## src/rtl/stepper_phase_sequencer.sv

```systemverilog
// Stepper phase sequencer: accepts step commands over a valid/ready
// handshake and walks a one-hot four-phase drive at a fixed step period,
// tracking remaining steps and a signed absolute position.
//
// Handshake: cmd_ready is high only in IDLE. A command transfers on any
// clk_sys edge where cmd_valid && cmd_ready. cmd_valid is ignored in RUN,
// and the command fields are sampled only on the transfer edge.
module stepper_phase_sequencer #(
  parameter int CNT_W      = 16,
  parameter int DIV_W      = 16,
  parameter int MIN_PERIOD = 4
) (
  input  logic             clk_sys,
  input  logic             rst,
  input  logic             cmd_valid,
  output logic             cmd_ready,
  input  logic             cmd_dir,
  input  logic [CNT_W-1:0] cmd_steps,
  input  logic [DIV_W-1:0] cmd_period,
  input  logic             abort,
  input  logic             hold_en,
  output logic [3:0]       ph_out,
  output logic             busy,
  output logic             done,
  output logic [CNT_W-1:0] steps_left,
  output logic [CNT_W-1:0] position,
  output logic             state_dbg
);

  localparam logic [DIV_W-1:0] MIN_P = DIV_W'(MIN_PERIOD);

  typedef enum logic {
    IDLE = 1'b0,
    RUN  = 1'b1
  } state_t;

  state_t           state_q, state_d;
  logic [1:0]       idx_q, idx_d;
  logic [DIV_W-1:0] timer_q, timer_d;
  logic [DIV_W-1:0] period_q, period_d;
  logic             dir_q, dir_d;
  logic [CNT_W-1:0] steps_q, steps_d;
  logic [CNT_W-1:0] pos_q, pos_d;
  logic [3:0]       ph_q, ph_d;
  logic             done_q, done_d;
  logic             busy_q, busy_d;
  logic [DIV_W-1:0] eff_period;

  // Next-state, step timing and registered-output values
  always_comb begin
    state_d    = state_q;
    idx_d      = idx_q;
    timer_d    = timer_q;
    period_d   = period_q;
    dir_d      = dir_q;
    steps_d    = steps_q;
    pos_d      = pos_q;
    done_d     = 1'b0;
    eff_period = (cmd_period < MIN_P) ? MIN_P : cmd_period;

    case (state_q)
      IDLE: begin
        // abort is irrelevant here, including on the accept edge
        if (cmd_valid) begin
          dir_d    = cmd_dir;
          period_d = eff_period;
          steps_d  = cmd_steps;
          if (cmd_steps == '0) begin
            done_d = 1'b1;
          end else begin
            state_d = RUN;
            timer_d = eff_period - DIV_W'(1);
          end
        end
      end
      RUN: begin
        if (abort) begin
          // abort beats a coincident step event
          state_d = IDLE;
        end else if (timer_q == '0) begin
          idx_d   = dir_q ? idx_q + 2'd1 : idx_q - 2'd1;
          pos_d   = dir_q ? pos_q + CNT_W'(1) : pos_q - CNT_W'(1);
          timer_d = period_q - DIV_W'(1);
          if (steps_q != '0) begin
            steps_d = steps_q - CNT_W'(1);
          end
          if (steps_q <= CNT_W'(1)) begin
            state_d = IDLE;
            done_d  = 1'b1;
          end
        end else begin
          timer_d = timer_q - DIV_W'(1);
        end
      end
      default: state_d = IDLE;
    endcase

    busy_d = (state_d == RUN);
    ph_d   = (state_d == RUN || hold_en) ? (4'b0001 << idx_d) : 4'b0000;
  end

  // State and output registers with synchronous reset
  always_ff @(posedge clk_sys) begin
    if (rst) begin
      state_q  <= IDLE;
      idx_q    <= 2'd0;
      timer_q  <= '0;
      period_q <= MIN_P;
      dir_q    <= 1'b1;
      steps_q  <= '0;
      pos_q    <= '0;
      ph_q     <= 4'b0000;
      done_q   <= 1'b0;
      busy_q   <= 1'b0;
    end else begin
      state_q  <= state_d;
      idx_q    <= idx_d;
      timer_q  <= timer_d;
      period_q <= period_d;
      dir_q    <= dir_d;
      steps_q  <= steps_d;
      pos_q    <= pos_d;
      ph_q     <= ph_d;
      done_q   <= done_d;
      busy_q   <= busy_d;
    end
  end

  assign cmd_ready  = (state_q == IDLE);
  assign ph_out     = ph_q;
  assign busy       = busy_q;
  assign done       = done_q;
  assign steps_left = steps_q;
  assign position   = pos_q;
  assign state_dbg  = state_q;

endmodule

```

## config.mk

```make
export PLATFORM = sky130hd
export DESIGN_NAME = stepper_phase_sequencer
export DESIGN_NICKNAME = d
export VERILOG_FILES = /design/src/rtl/stepper_phase_sequencer.sv
export SDC_FILE = /design/constraint.sdc
export NUM_CORES = 1
export LEC_CHECK = 0
export ABC_CLOCK_PERIOD_IN_PS = 3750
export CORE_UTILIZATION = 55
export CTS_BUF_LIST = sky130_fd_sc_hd__clkbuf_2
export DETAILED_ROUTE_END_ITERATION = 12
export PLACE_DENSITY = 0.83
export SLEW_MARGIN = 25
export SYNTH_ARGS = -nofsm -noshare
export SYNTH_HDL_FRONTEND = slang
export SYNTH_SLANG_ARGS = --single-unit
export TNS_END_PERCENT = 10
```

## constraint.sdc

```tcl
create_clock -name clk_sys -period 3.75 [get_ports clk_sys]
set_clock_uncertainty 0.1 [all_clocks]
set_input_delay 0.375 -clock clk_sys [delete_from_list [all_inputs] [get_ports clk_sys]]
set_output_delay 0.375 -clock clk_sys [all_outputs]
set_load 0.005 [all_outputs]
```

Word level (Yosys, flattened, before mapping)
Cells that the tools add are included.
Storage, ports and cells
  register bits after elaboration: 73
  latch bits: 0
  RAM bits: 0
  memory bits (read-only): 0
  input port bits: 38
  output and inout port bits: 40
  word-level logic and storage cells: 65
  memories kept: 0
Operators by class
  add/subtract/negate cells: 8
  multipliers: 0
  divide/modulo/power cells: 0
  order comparisons: 2
  eq/ne operators: 5
  shift operators: 1
  multiplexer cells: 28
  bitwise logic cells: 3
  reduce and logical (&&, ||, !) cells: 9
Operators with widths (number)
  $mux W16: 10
  $sub A16 B1 Y16 const B: 5
  $pmux W16 S2: 2
  $logic_not A16 Y1: 2
  $add A16 B1 Y16 const B: 1
  $le A16 B1 Y1 const B: 1
  $lt A16 B3 Y1 const B: 1
  $reduce_bool A16 Y1: 1
  $mux W1: 10
  $mux W2: 4
  $ne A2 B2 Y1 const B: 3
  $reduce_and A3 Y1: 2
  $ne A2 B1 Y1 const B: 2
  $pmux W1 S2: 2
  $reduce_and A4 Y1: 1
  $shl A1 B2 Y4 const A: 1
  $not A1 Y1: 3
  $add A2 B1 Y2 const B: 1
  $reduce_and A2 Y1: 1
  $reduce_or A2 Y1: 1
  $sub A2 B1 Y2 const B: 1
  $logic_or A1 B1 Y1: 1

Depth between registers and ports, before layout
Gate-level depths: netlist of the first run.
  word-level depth: 8
  gate-level depth with buffers: 12

Worst setup path before layout of the first run
Ideal clock, no wire load.
  path kind: input port to flip-flop
  from: input port cmd_period[15]
  to: register timer_q[14]
  arrival: 2.677 ns
  data required time: 3.559 ns
  setup slack: 0.882 ns
  cell stages on the path: 9
  buffers on the path: 0
  path through: nor4_1 -> nand4_1 -> or2_2 -> a31oi_1 -> ha_1 -> o211ai_2 -> or2_1 -> or4_1 -> a311oi_1
On the way
  cells in the longest elaborated chain, start to end: 6
Ends and longest elaborated chain
  start, declared: line 19  | input logic [DIV_W-1:0] cmd_period,
  $lt A16 B3 Y1: line 59  | eff_period = (cmd_period < MIN_P) ? MIN_P : cmd_period;
  $mux W16: line 59
  $sub A16 B1 Y16: line 72  | timer_d = eff_period - DIV_W'(1);
  $mux W16: line 68  | if (cmd_steps == '0) begin
  $mux W16: line 64  | if (cmd_valid) begin
  $pmux W16 S2: line 61  | case (state_q)
  end signal, assigned: line 118  | timer_q <= timer_d;
  end, declared: line 39  | logic [DIV_W-1:0] timer_q, timer_d;
Every way passes these cells. The select of a mux whose other input is x is not followed.
A chain may end at the register's enable or synchronous reset.

Worst setup path after layout of the first run
Ends and elaborated chain as after synthesis.

==> out/qor.yml, run 1 <==
run_status:
  outcome: "complete, no violations"
clock_network:
  cts_setup_buffers: 0
  cts_sinks: 73
  cts_buffer_depth: 2
  clock_latency_ns: 0.54
  hold_buffers: 0
  ctsRootBufferMaster: "clkbuf_2"
  cts.clk_slew.worst_paths_ns: 0.23
  htreeDepth: 3
  cts_resized: 0
  cts_tree: "built"
  cts_buffers: 9
layout:
  insertedDiodeCount: 0
  areaGrowthSynthToFinish_pct: 22.4
  filler_cell_count: 625
  final_cells: 767
  fin_nets: 716
  drive_gt1_frac: 0.0662
placement:
  dp_cells: 751
  place.gp.congestion: 0.971
  dp.final_hpwl_mm: 8.73
  portBuffers: 77
sta:
  worstMarginPinSlew_ns: 0.701
  fmax_ghz: 0.329
  min_period_over_period: 0.810
  fin_hold_ws_ns: 0.270
  grt_setup_unrepaired: "no"
  maxSlewViolCount: 0
  finalSetupViolCount: 0
  setup_tns_ns: 0
  slew_headroom: 0.533
  hold_viol_final: 0
  fin_crit_ns: 3.04
setup_path:
  crit_start: "cmd_period[15]"
  timing.rr.end: "position[15]"
  start_kind: "input port"
  critPathArrivalTime_ns: 3.41
  rr_worst_depth: 9
  r2r_setup_slack_ns: 0.81
  setup.worst_path.end_class: "register"
  r2r_start: "dir_q"
  path_class: "input port to register"
  path_max_fanout: 4
  worstPathRequired_ns: 4.12
synthesis:
  synth_cells: 593
  synth_edf_count: 0
  synth_ff_type: "dfxtp_1"
  synth_nets: 649
  synth_area_mm2: 0.00445
  synthDistinctLibCells: 63
  ys_async_sr_fraction: 0
  syn_area_per_cell_um2: 7.50
  synth-seq-cells: 73
  synth_seq_area_share: 0.329
  yosys_warnings: 0
routing:
  wirelength_mm: 12.2
  drc: 0
  drt-pass1-iter-count: 6
  vias: 4668
  ant_nets: 0
  drtIter0Drc: 270
  viasPerCell: 6.09
  wl_per_cell_um: 16.0
global_route:
  overflow: 0
  antenna_found_initial: 0
  grt_pass1_wl_mm: 20.4
  grt_util_all_layers: 0.296
  grt_max_degree: 48
  grt_pass1_vias: 4347
hold_path:
  worstHoldPathCells: 2
  min_from: "rst"
  worst_hold_path.endpoint: "position[11]"
  hold_path.class: "input port to register"
die:
  row_count: 32
  design.die.area_mm2: 0.00845
  core_mm2: 0.00777
  num_io_pins: 78
  dieWidth_um: 91.9
  die_h_um: 91.9
  initial_core_util: 0.573
power:
  p_clk_frac: 0.281
  p_switching_w: 0.000606
  switching_share: 0.327
  seq_power_share: 0.477
  p_per_area_mw_per_mm2: 340
  p_int_w: 0.00125
  p_leak_nw: 2.00
  peakVddDrop_mv: 0.259
  power_frac_comb: 0.243
  finalPower_w: 0.00185
run:
  maxCapViolations: 0
## how the worst max path moves through the flow
stage | slack [ns] | end
after floorplan | 0.88 | timer_q[14]
after global placement | 0.28 | timer_q[14]
after detailed placement | 0.21 | timer_q[14]
after CTS | 0.79 | timer_q[14]
after global routing | 0.58 | timer_q[14]
final | 0.71 | timer_q[14]
## synthesized netlist by cell type, drive strengths merged (8+ instances only)
master / count / share of area
clkbuf: 22 / 0.019
a21o: 10 / 0.017
o21ai: 22 / 0.025
ha: 17 / 0.048
a211oi: 26 / 0.044
inv: 13 / 0.011
nand2: 76 / 0.064
or3: 8 / 0.011
o22ai: 8 / 0.011
nor4: 15 / 0.021
buf: 10 / 0.011
dfxtp: 73 / 0.33
nand3: 9 / 0.010
nor2: 79 / 0.067
nor3: 14 / 0.017
a21oi: 76 / 0.086
xnor2: 14 / 0.028
## power groups by stage
stage	Combinational, W	Clock, W	Sequential, W
after floorplan	0.000288	0	0.000881
after global placement	0.000428	0	0.000892
final	0.000449	0.000519	0.000882
after CTS	0.000444	0.000531	0.000880
after detailed placement	0.000441	0	0.000895
after global routing	0.000497	0.000555	0.000889
## per-layer routing
metal / vias up / GRT usage / wire length (µm)
met5: - / 0 / 0
met4: 0 / 0.105 / 364
met3: 33 / 0.0655 / 942
met2: 224 / 0.495 / 5630
met1: 2118 / 0.375 / 5300
li1: 2293 / - / -
## layout by cell type (no fill, tap or decap), types with 4 or more instances in the layout
master | Yosys | routed
or2_2 | 5 | 5
xor2_1 | 4 | 4
nor2b_1 | 6 | 6
a21oi_1 | 76 | 76
o21ai_0 | 21 | 21
xnor2_1 | 14 | 14
a22oi_1 | 5 | 5
nand2b_1 | 4 | 4
a31oi_1 | 7 | 7
clkbuf_2 | 0 | 9
a311oi_1 | 5 | 5
nand3b_1 | 6 | 6
o31ai_1 | 4 | 4
a21o_1 | 10 | 10
inv_1 | 13 | 13
and2_1 | 4 | 4
nor3_1 | 13 | 13
nand3_1 | 9 | 9
nor4_1 | 15 | 15
buf_4 | 1 | 11
a211oi_1 | 26 | 26
o22ai_1 | 8 | 7
o211ai_1 | 6 | 6
dfxtp_1 | 73 | 72
nand2_1 | 76 | 76
clkdlybuf4s50_1 | 0 | 76
nor2_1 | 79 | 79
nand4_1 | 6 | 6
ha_1 | 17 | 17
or3_1 | 8 | 8
## cells by family after synthesis
group	Yosys count	synth area share
AOI/OAI and AO/OA	193	0.282
DFF	73	0.329
muxes	2	0.00478
adders and majority gates	18	0.0523
buffers and inverters	45	0.0402
xor gates and xnor gates	18	0.0354
and+or+nand+nor	244	0.257
## flip-flops by register name, indices dropped and copies added, names as in the netlist
name        count
period_q       16
position       16
steps_left     16
timer_q        16
ph_out          4
idx_q           2
busy            1
dir_q           1
done            1
## per-stage QoR
step           cell area (µm²)  setup WS (ns)  utilization
2_1_floorplan             4450          0.882            -
3_3_place_gp              5310          0.276        0.683
3_5_place_dp              5310          0.210        0.683
4_1_cts                   5440          0.790        0.701
5_1_grt                   5440          0.580        0.701
6_report                  5440          0.712        0.701
## layout make-up
class | count | area, µm² | share of cell area
flip-flops and latches | 73 | 1460 | 0.269
inverters | 13 | 48.8 | 0.00896
clock inverters | 7 | 93.8 | 0.0172
multi-input cells | 475 | 2820 | 0.518
repair buffers | 88 | 848 | 0.156
clock buffers | 9 | 45.0 | 0.00827
well taps | 102 | 128 | 0.0234
## critical path: stages
cell and delay, ns:
clkdlybuf4s50_1 0.46, nor4_1 0.39, nand4_1 0.16, or2_2 0.36, a31oi_1 0.26, ha_1 0.26, o211ai_2 0.10, or2_1 0.26
or4_1 0.50, a311oi_1 0.28
Power figures use the tool's default switching activity.
==> inputs of run 2 (changes only) <==
- ABC_CLOCK_PERIOD_IN_PS: 3750 -> 2400
- CORE_UTILIZATION: 55 -> 50
- PLACE_DENSITY: 0.83 -> 0.79
- clock period: 3.75 -> 2.4 ns (I/O delays scaled with it)
==> out/qor.yml, run 2 (synthesized netlist as in run 1, its figures left out) <==
power:
  peakVddDrop_mv: 0.391  # +51%
  p_leak_nw: 2.60  # +30%
  finalPower_w: 0.00310  # +67%
  p_per_area_mw_per_mm2: 475  # +40%
routing:
  drt-pass1-iter-count: 5  # -1
  drtIter0Drc: 300  # +11%
  viasPerCell: 6.02  # -1.1%
  ant_nets: 0  # unchanged
  drc: 0  # unchanged
  wirelength_mm: 14.6  # +19%
  wl_per_cell_um: 16.7  # +4.4%
  vias: 5267  # +13%
clock_network:
  cts_buffers: 9  # unchanged
  ctsRootBufferMaster: "clkbuf_2"
  clock_latency_ns: 0.52  # -0.02 ns
  cts.clk_slew.worst_paths_ns: 0.23  # about the same
  cts_sinks: 73  # unchanged
  cts_buffer_depth: 2  # unchanged
  htreeDepth: 3  # unchanged
  cts_tree: "built"
global_route:
  grt_util_all_layers: 0.311  # +0.0149
  busiest_layer: "met2"
  grt_max_degree: 34  # -29%
  grt_pass1_vias: 4966  # +14%
  grt_pass1_wl_mm: 22.7  # +11%
  grtUsageMet2: 0.537  # +0.0416
  overflow: 0  # unchanged
  grt_use_met1: 0.384  # +0.00878
  use_met3: 0.0537  # -0.0118
  antenna_found_initial: 0  # unchanged
sta:
  worstMarginPinSlew_ns: 0.641  # -0.0595 ns
  finalSetupViolCount: 6  # +6
  fin_hold_ws_ns: 0.00800  # -0.262 ns
  setup_tns_ns: -0.325  # -0.325 ns
  setup_slack_ns: -0.101  # -0.813 ns
  maxSlewViolCount: 0  # unchanged
  fin_crit_ns: 2.50
  fmax_ghz: 0.400
  min_period_over_period: 1.04
  slew_headroom: 0.573  # +0.0397
  grt_setup_unrepaired: "yes"
  hold_viol_final: 0  # unchanged
layout:
  drive_gt1_frac: 0.245  # +0.179
  fin_nets: 818  # +14%
  areaGrowthSynthToFinish_pct: 46.7
  insertedDiodeCount: 0  # unchanged
  layout_commonest_cell: "buf_4"
  multi_input_area_mm2: 0.00304  # +7.8%
  layout_common_cells: "102 x buf_4, 78 x nor2_1, 76 x nand2_1"
  seqCellArea_mm2: 0.00149  # +2.0%
  final_area_mm2: 0.00653  # +20%
  filler_cell_count: 637  # +1.9%
  fin_util: 0.752  # +0.0510
die:
  row_count: 34  # +6.3%
  core_mm2: 0.00868  # +12%
  dieWidth_um: 96.3  # +4.8%
  design.die.area_mm2: 0.00928  # +9.8%
  die_h_um: 96.3  # +4.8%
  initial_core_util: 0.513  # -0.0601
  num_io_pins: 78  # unchanged
setup_path:
  crit_start: "cmd_period[6]"
  r2r_setup_slack_ns: -0.10  # -0.91 ns
  path_max_fanout: 3  # -1
  timing.rr.end: "timer_q[14]"
  rr_worst_depth: 10  # +1
  critPathArrivalTime_ns: 2.85  # -0.56 ns
  start_kind: "input port"
  r2r_start: "timer_q[8]"
  worstPathRequired_ns: 2.75  # -1.37 ns
  path_class: "input port to register"
  setup.worst_path.end_class: "register"
hold_path:
  min_from: "cmd_period[14]"
  worst_hold_path.endpoint: "period_q[14]"
  worstHoldPathCells: 4  # +2
  hold_path.class: "input port to register"
placement:
  dp.final_hpwl_mm: 10.3  # +18%
  portBuffers: 77  # unchanged
  placed_area_mm2: 0.00606  # +14%
  place.gp.congestion: 0.952  # -2.0%
run:
  maxCapViolations: 0  # unchanged
run_status:
  outcome: "complete, but fails checks"
  violations: "setup timing"
-- run 2: cell types whose count changed in the layout (fill, tap and decap cells not counted), moves of 4 or more --
cell	previous run	this run
dlymetal6s2s_1	0	8
buf_4	11	102
nor4_1	15	7
a21oi_1	76	71
a21oi_2	0	5
dfxtp_1	72	55
clkdlybuf4s50_1	76	68
dlygate4sd3_1	0	5
nor4_2	0	5
dfxtp_2	1	15
buf_6	0	4
-- run 2: per-layer routing --
metal  share of wire  routed length (µm)
met3           0.066                 964
met4           0.024                 347
met2            0.49                7190
met5               0                   0
met1            0.42                6090
-- run 2: how the worst max path moves through the flow --
stage / to / cells after the start
global placement: timer_q[14] / 11
CTS: timer_q[14] / 9
finish: timer_q[14] / 10
floorplan: timer_q[14] / 12
global route: timer_q[14] / 10
detailed placement: timer_q[14] / 11
-- run 2: power by group --
part	switching, W	internal (W)	leakage [nW]
clock network	0.000498	0.000248	0.0651
logic	0.000490	0.000481	1.93
registers	0.0000845	0.00130	0.604
-- run 2: timing repair --
action,in CTS,in global routing
buffers inserted,4,4
gates resized for setup,13,44
hold buffers,0,5
setup endpoints to repair,14,35
pin swaps,14,24
endpoints found under the hold margin,0,5
-- run 2: worst max-delay path, cell delays in order --
cell and delay, ns:
clkdlybuf4s50_1 0.44, nor4_2 0.27, nand4_1 0.19, or2_4 0.30, a31oi_4 0.20, ha_2 0.21
o211ai_2 0.08, or2_1 0.26, or4_4 0.43, a311oi_2 0.22
-- run 2: through the flow --
stage | std cells | setup slack, ns
after floorplan | 593 | -0.190
after global placement | 847 | -0.865
after detailed placement | 847 | -0.916
after CTS | 867 | -0.118
after global routing | 875 | -0.172
final | 875 | -0.101
-- run 2: final cells by class --
type / count / area share
timing repair buffer: 190 / 0.258
tap: 108 / 0.0207
sequential: 73 / 0.229
clock inverter: 7 / 0.0121
inverter: 13 / 0.00786
clock buffer: 9 / 0.00690
multi-input combinational: 475 / 0.465
